## src/rtl/intr_pkg.sv

```systemverilog
// Shared sizes and FSM encoding for the 8-source interrupt controller.
package intr_pkg;
  localparam int N_SRC = 8;
  localparam int ID_W  = 3;

  typedef enum logic [1:0] {
    ST_IDLE = 2'd0,
    ST_PEND = 2'd1,
    ST_SERV = 2'd2
  } state_e;
endpackage

```

## src/rtl/p_enc_8x3.sv

```systemverilog
// Combinational 8:3 priority encoder; the highest set index wins and v flags any set bit.
module p_enc_8x3 (
  input  logic [7:0] d,
  output logic [2:0] q,
  output logic       v
);
  always_comb begin
    q = '0;
    // Ascending scan, so later (higher) indices overwrite lower ones.
    for (int i = 0; i < 8; i++) begin
      if (d[i]) q = 3'(i);
    end
  end

  assign v = |d;
endmodule

```

## src/rtl/intr_ctrl_8.sv

```systemverilog
// Vectored interrupt controller: request capture into pending, masking, and an
// IDLE/PEND/SERV handshake that presents one source at a time to the host.
module intr_ctrl_8
  import intr_pkg::*;
#(
  parameter bit EDGE = 1'b1
) (
  input  logic             clk,
  input  logic             rst_n,
  input  logic [N_SRC-1:0] req_in,
  input  logic             mask_wr,
  input  logic [N_SRC-1:0] mask_din,
  output logic [N_SRC-1:0] mask_q,
  output logic [N_SRC-1:0] pending_q,
  output logic             irq,
  output logic [ID_W-1:0]  irq_id,
  input  logic             ack,
  input  logic             eoi,
  output logic             busy
);
  state_e           state_q, state_d;
  logic [N_SRC-1:0] req_d_q, req_d_d;
  logic [N_SRC-1:0] pending_d, mask_d;
  logic             irq_q, irq_d, busy_q, busy_d;
  logic [ID_W-1:0]  irq_id_q, irq_id_d;
  logic [N_SRC-1:0] rise, set, clr, eligible;
  logic [ID_W-1:0]  enc_q;
  logic             enc_v;

  assign eligible = pending_q & ~mask_q;

  p_enc_8x3 u_enc (
    .d (eligible),
    .q (enc_q),
    .v (enc_v)
  );

  always_comb begin
    rise      = req_in & ~req_d_q;
    set       = EDGE ? rise : req_in;
    clr       = '0;
    state_d   = state_q;
    irq_d     = irq_q;
    irq_id_d  = irq_id_q;
    busy_d    = busy_q;
    req_d_d   = req_in;
    mask_d    = mask_wr ? mask_din : mask_q;
    unique case (state_q)
      ST_IDLE: begin
        if (enc_v) begin
          state_d  = ST_PEND;
          irq_d    = 1'b1;
          irq_id_d = enc_q;
        end
      end
      ST_PEND: begin
        // Ack takes priority over a mask that just retracted the latched source.
        if (ack) begin
          state_d = ST_SERV;
          irq_d   = 1'b0;
          busy_d  = 1'b1;
          clr     = N_SRC'(1) << irq_id_q;
        end else if (mask_q[irq_id_q]) begin
          state_d = ST_IDLE;
          irq_d   = 1'b0;
        end
      end
      ST_SERV: begin
        if (eoi) begin
          state_d = ST_IDLE;
          busy_d  = 1'b0;
        end
      end
      default: begin
        state_d = ST_IDLE;
        irq_d   = 1'b0;
        busy_d  = 1'b0;
      end
    endcase
    // A new request on the bit being acknowledged survives the clear.
    pending_d = (pending_q & ~clr) | set;
  end

  always_ff @(posedge clk or negedge rst_n) begin
    if (!rst_n) begin
      state_q   <= ST_IDLE;
      req_d_q   <= '0;
      pending_q <= '0;
      mask_q    <= '1;
      irq_q     <= 1'b0;
      irq_id_q  <= '0;
      busy_q    <= 1'b0;
    end else begin
      state_q   <= state_d;
      req_d_q   <= req_d_d;
      pending_q <= pending_d;
      mask_q    <= mask_d;
      irq_q     <= irq_d;
      irq_id_q  <= irq_id_d;
      busy_q    <= busy_d;
    end
  end

  assign irq    = irq_q;
  assign irq_id = irq_id_q;
  assign busy   = busy_q;
endmodule
```

## config.mk

```make
export PLATFORM = sky130hd
export DESIGN_NAME = intr_ctrl_8
export DESIGN_NICKNAME = d
export VERILOG_FILES = /design/src/rtl/intr_pkg.sv /design/src/rtl/p_enc_8x3.sv /design/src/rtl/intr_ctrl_8.sv
export SDC_FILE = /design/constraint.sdc
export NUM_CORES = 1
export LEC_CHECK = 0
export BUFFER_PORTS_ARGS = -buffer_cell sky130_fd_sc_hd__buf_2
export CAP_MARGIN = 25
export CORE_MARGIN = 2
export CORE_UTILIZATION = 39
export CTS_BUF_LIST = sky130_fd_sc_hd__clkbuf_4 sky130_fd_sc_hd__clkbuf_8 sky130_fd_sc_hd__clkbuf_16
export CTS_CLUSTER_SIZE = 20
export DETAILED_ROUTE_END_ITERATION = 8
export MAX_ROUTING_LAYER = met4
export PLACE_DENSITY = 0.68
export SLEW_MARGIN = 5
export SYNTH_ARGS = -nofsm -noshare
export SYNTH_HDL_FRONTEND = slang
export SYNTH_SLANG_ARGS = --single-unit
```

## constraint.sdc

```tcl
create_clock -name clk -period 2.7 [get_ports clk]
set_input_delay 0.27 -clock clk [delete_from_list [all_inputs] [get_ports clk]]
set_output_delay 0.27 -clock clk [all_outputs]
set_load 0.1 [all_outputs]
```

; Word level (Yosys, flattened, before mapping)
; Cells that the tools add are included.
[op_classes]
n_lt_le_gt_ge = 1
n_eq_ne = 6
n_shift = 1
n_mux = 23
n_bitwise = 9
reduce_logical = 6
[op_table]
columns = operator, count
row1 = $and A8 B8 Y8, 3
row2 = $not A8 Y8, 3
row3 = $mux W8, 2
row4 = $mux W2, 6
row5 = $mux W3, 4
row6 = $reduce_and A3 Y1, 3
row7 = $or A8 B8 Y8, 1
row8 = $reduce_or A8 Y1, 1
row9 = $shl A1 B3 Y8 const A, 1
row10 = $mux W1, 7
row11 = $ne A2 B2 Y1 const B, 3
row12 = $pmux W1 S3, 2
row13 = $pmux W2 S3, 1
row14 = $lt A3 B4 Y1 const B, 1
row15 = $bmux W1 S3, 1
row16 = $ne A3 B3 Y1 const B, 1
row17 = $eq A2 B1 Y1 const B, 1
row18 = $eq A2 B2 Y1 const B, 1
row19 = $logic_not A2 Y1, 1
row20 = $not A1 Y1, 2
row21 = $reduce_and A2 Y1, 1
[word_totals]
register_bits = 31
input_bits = 21
output_inout_bits = 21

; Depth between registers and ports, before layout
[logic_depth]
ltp_word = 9
mapped_depth = 5
ltp_nobuf = 4

; Cells and area by module
; A second synthesis with hierarchy kept.
[unflattened]
hier_cells = 114
area_unflattened_um2 = 1360.1
[modules_own_cells]
columns = module, n_inst, cells_each, area_each_um2
row1 = intr_ctrl_8, 1, 102, 1293.7
row2 = p_enc_8x3, 1, 12, 66.3

; Worst setup path after synthesis
; OpenSTA, ideal clock, no wires.
[synth_timing]
path_kind = register to register
start = register pending_q[5]
end = register irq_id_q[0], in the netlist irq_id[0]
setup_time_ns = 0.126
t_arrival_ns = 2.010
setup_slack_ns = 0.564
stages_incl_launch_ff = 5
n_path_buf = 0
synth_period_minus_slack_ns = 2.136
path_cell_list = dfrtp_1 > nor2b_2 > a2111oi_4 > a211o_4 > mux2_4
[synth_between]
elab_chain_len = 4
word_cells_on_any_way = 6
classes_between = 3 x mux / 1 x bitwise / 2 x reduce/logical
[synth_rtl]
columns = element, line
row1 = from (decl), intr_ctrl_8.sv:14  ; output logic [N_SRC-1:0] pending_q,
row2 = from (signal assigned), intr_ctrl_8.sv:96  ; pending_q <= pending_d;
row3 = $and A8 B8 Y8 *, intr_ctrl_8.sv:30  ; assign eligible = pending_q & ~mask_q;
row4 = $mux W3 (3 in a row), p_enc_8x3.sv:11  ; if (d[i]) q = 3'(i);
row5 = to (signal assigned), intr_ctrl_8.sv:99  ; irq_id_q <= irq_id_d;
row6 = to (decl), intr_ctrl_8.sv:25  ; logic [ID_W-1:0] irq_id_q, irq_id_d;
; Mark *: on every way between the ends. The rest lies on a longest branch, timed or not.
; A chain may end at the register's enable or synchronous reset.

; Worst setup path in the final report
[layout_timing]
start = register irq_id_q[1], in the netlist irq_id[1]
end = output port irq_id[1]
[layout_rtl]
columns = element, line
row1 = to (decl), intr_ctrl_8.sv:16  ; output logic [ID_W-1:0] irq_id,
; No word-level cell between the ends.

==> run_results.csv <==
group,metric,value,unit
outcome,run_status,"completed",
setup_path,worstSetupStartpointType,"flop",
setup_path,arrival,1450,ps
setup_path,cp_cell_sequence,"buf_2",
setup_path,crit_type,"flop to output port",
die,die_area,4070,sq um
grt,grt_pass1_wl,4.80,mm
hold_path,hold_path.class,"primary input to flop",
placed_design,dp.cells,197,
sta,tightest_slew,656,ps
grt,grt.overflow.total,0,
sta,worst_hold_slack,54.5,ps
die,std_cell_rows,21,
routing,wl_per_cell,13.6,um
setup_path,cp_max_fo,11,
grt,grt.total_usage,0.158,
logic_synthesis,syn_area,1390,sq um
logic_synthesis,ys_types,31,
power,ir_drop,0.000354,V
placed_design,hpwl,2.16,mm
layout,final_nets,180,
setup_path,cp-endpoint,"irq_id[1]",
setup_path,slowest_stage,"dfrtp_1",
setup_path,cp_top_family,"flip-flops",
sta,setup_slack,985,ps
power,p_leak,0.798,nW
sta,min_period_over_period,0.635,
logic_synthesis,ys_top_cells_by_area,"dfrtp_1 41%, dfstp_2 15%, o21ai_0 5.7%",
die,die_w,63.8,um
die,fp.dieH,63.8,um
sta,hold_viol,0,
logic_synthesis,ys_ff_latch,31,
die,io_pins,42,
routing,num_vias,999,
routing,wl,2.80,mm
setup_path,crit_required,2430,ps
die,initial_core_util,0.411,
routing,drt_first_pass_iters,4,
setup_path,r2r_end,"irq_id[0]$_DFFE_PN0P_",
setup_path,r2r_start,"mask_q[0]$_DFFE_PN1P_",
clock_network,path_clk_slew,90,ps
logic_synthesis,yosysTopAreaCellShare,0.413,
setup_path,reg2reg_slack,1080,ps
grt,grt_pass1_vias,1016,
sta,tns,0,ps
clock_network,h-tree-depth,2,
clock_network,hold_buffers,1,
layout,diodes,0,
placed_design,pre_cts_slack,1090,ps
layout,regArea,786,sq um
die,core,3390,sq um
clock_network,clockBufferDepth,2,
clock_network,postCtsSetupBuffers,0,
setup_path,cp-end-kind,"output port",
logic_synthesis,ys_seq_area_frac,0.564,
clock_network,cts.sinks,31,
layout,layout-drive-gt1-share,0.475,
clock_network,cts_resized,0,
sta,slew_violations,0,
routing,drc,0,
grt,grt_start_max_net_pins,32,
routing,viasPerCell,4.85,
clock_network,cts_made_buffers,5,
logic_synthesis,async_flop_share,1.00,
routing,final_antenna_net_count,0,
layout,final_common_cell,"buf_2",
grt,antenna_found_initial,0,
power,p_per_area,1230,nW/um^2
layout,fillers,306,
placed_design,gp_congestion,0.852,
sta,slew_headroom,0.563,
layout,area_delta_synth_final,23.3,%
sta,setup_violations,0,
clock_network,cts-root-buf,"clkbuf_4",
logic_synthesis,syn_nets,134,
routing,drt_iter0_drc,52,
placed_design,io_buffers,41,
setup_path,path_buf_inv,1,
logic_synthesis,syn_area_per_cell,12.3,sq um
clock_network,cts_tree,"done",
setup_path,max_stage_delay,610,ps
setup_path,worst-path-stages,1,
sta,skew,5.12,ps
flow_run,drv_cap,0,
setup_path,r2r_cells,4,
logic_synthesis,yosysTopAreaCell,"dfrtp_1",
logic_synthesis,synth_edf_count,0,
power,total_power,2.11,mW
sta,period_minus_slack,1720,ps
sta,rsz0062_at_grt,"no",
layout,multiInputGateArea,551,sq um
layout,final_cells,206,
logic_synthesis,ys_warn_count,0,
sta,max_clock_freq,583,MHz
layout,final_cell_mix,"41 x buf_2, 23 x dfrtp_1, 16 x o21ai_0",
setup_path,crit_path_start,"irq_id[1]$_DFFE_PN0P_",
logic_synthesis,synth_ff_type,"dfrtp_1",
clock_network,clock_latency,330,ps
logic_synthesis,syn_inst,113,
==> flip-flops by register name, summed over array words and instances (netlist names) <==
signal	cells
mask_q	8
pending_q	8
req_d_q	8
irq_id	3
state_q	2
busy	1
irq	1
==> worst reg2reg max path: stages (launching register included) <==
cell	delay, ps
dfstp_2	550
inv_1	70
a2111oi_4	400
a211o_4	210
mux2_4	290
==> metal layers <==
metal  track usage  vias up  wire (um)
li1              -      491          -
met1         0.182      475       1220
met2         0.259       27       1400
met3        0.0440        6        130
met4        0.0652        0         58
met5             -        -          0
==> worst min-delay path by stage <==
stage,from,endpoint,slack (ps),depth (start not counted)
5_1_grt,req_in[0],req_d_q[0]$_DFF_PN0_,40,1
3_3_place_gp,rst_n,req_d_q[2]$_DFF_PN0_,330,1
3_5_place_dp,rst_n,pending_q[2]$_DFF_PN0_,340,1
6_report,req_in[0],req_d_q[0]$_DFF_PN0_,50,1
4_1_cts,req_in[7],req_d_q[7]$_DFF_PN0_,40,1
2_1_floorplan,rst_n,busy$_DFFE_PN0P_,-30,0
==> metrics by stage <==
step / cell area [sq um] / utilization
final: 1720 / 0.507
after global routing: 1720 / 0.507
after CTS: 1720 / 0.507
after detailed placement: 1640 / 0.483
after global placement: 1640 / 0.483
after floorplan: 1390 / -
==> cell type report <==
class                      instances  share of cell area
clock buffer                       8              0.0422
inverter                          10              0.0218
multi-input combinational         69               0.320
sequential                        31               0.457
tap                               46              0.0335
timing repair buffer              42               0.125
==> logic make-up after synthesis <==
kind of cell    share of synthesized area
mux                                 0.112
compound gates                      0.162
flops                               0.564
simple gates                        0.121
buf+inv                            0.0413
==> cell usage after synthesis, types with 2 or more instances <==
cell      count
mux2i_1       4
nor2b_1       3
dfstp_2       8
o31ai_1       5
a21oi_1       2
nand2_1       6
mux2_2        7
nand2b_1      3
dfrtp_1      23
nor2b_2       2
nand2b_4      4
o21ai_0      16
inv_1        10
nor2_1        3
==> report_power, final <==
group          internal (mW)  total (mW)  switching, mW  leakage (nW)
combinational          0.267        1.07          0.805         0.425
clock                  0.163       0.313          0.150        0.0420
sequential             0.577       0.727          0.150         0.331
total                   1.01        2.11           1.10         0.798
Note: power is estimated with default switching activity, not from simulation.
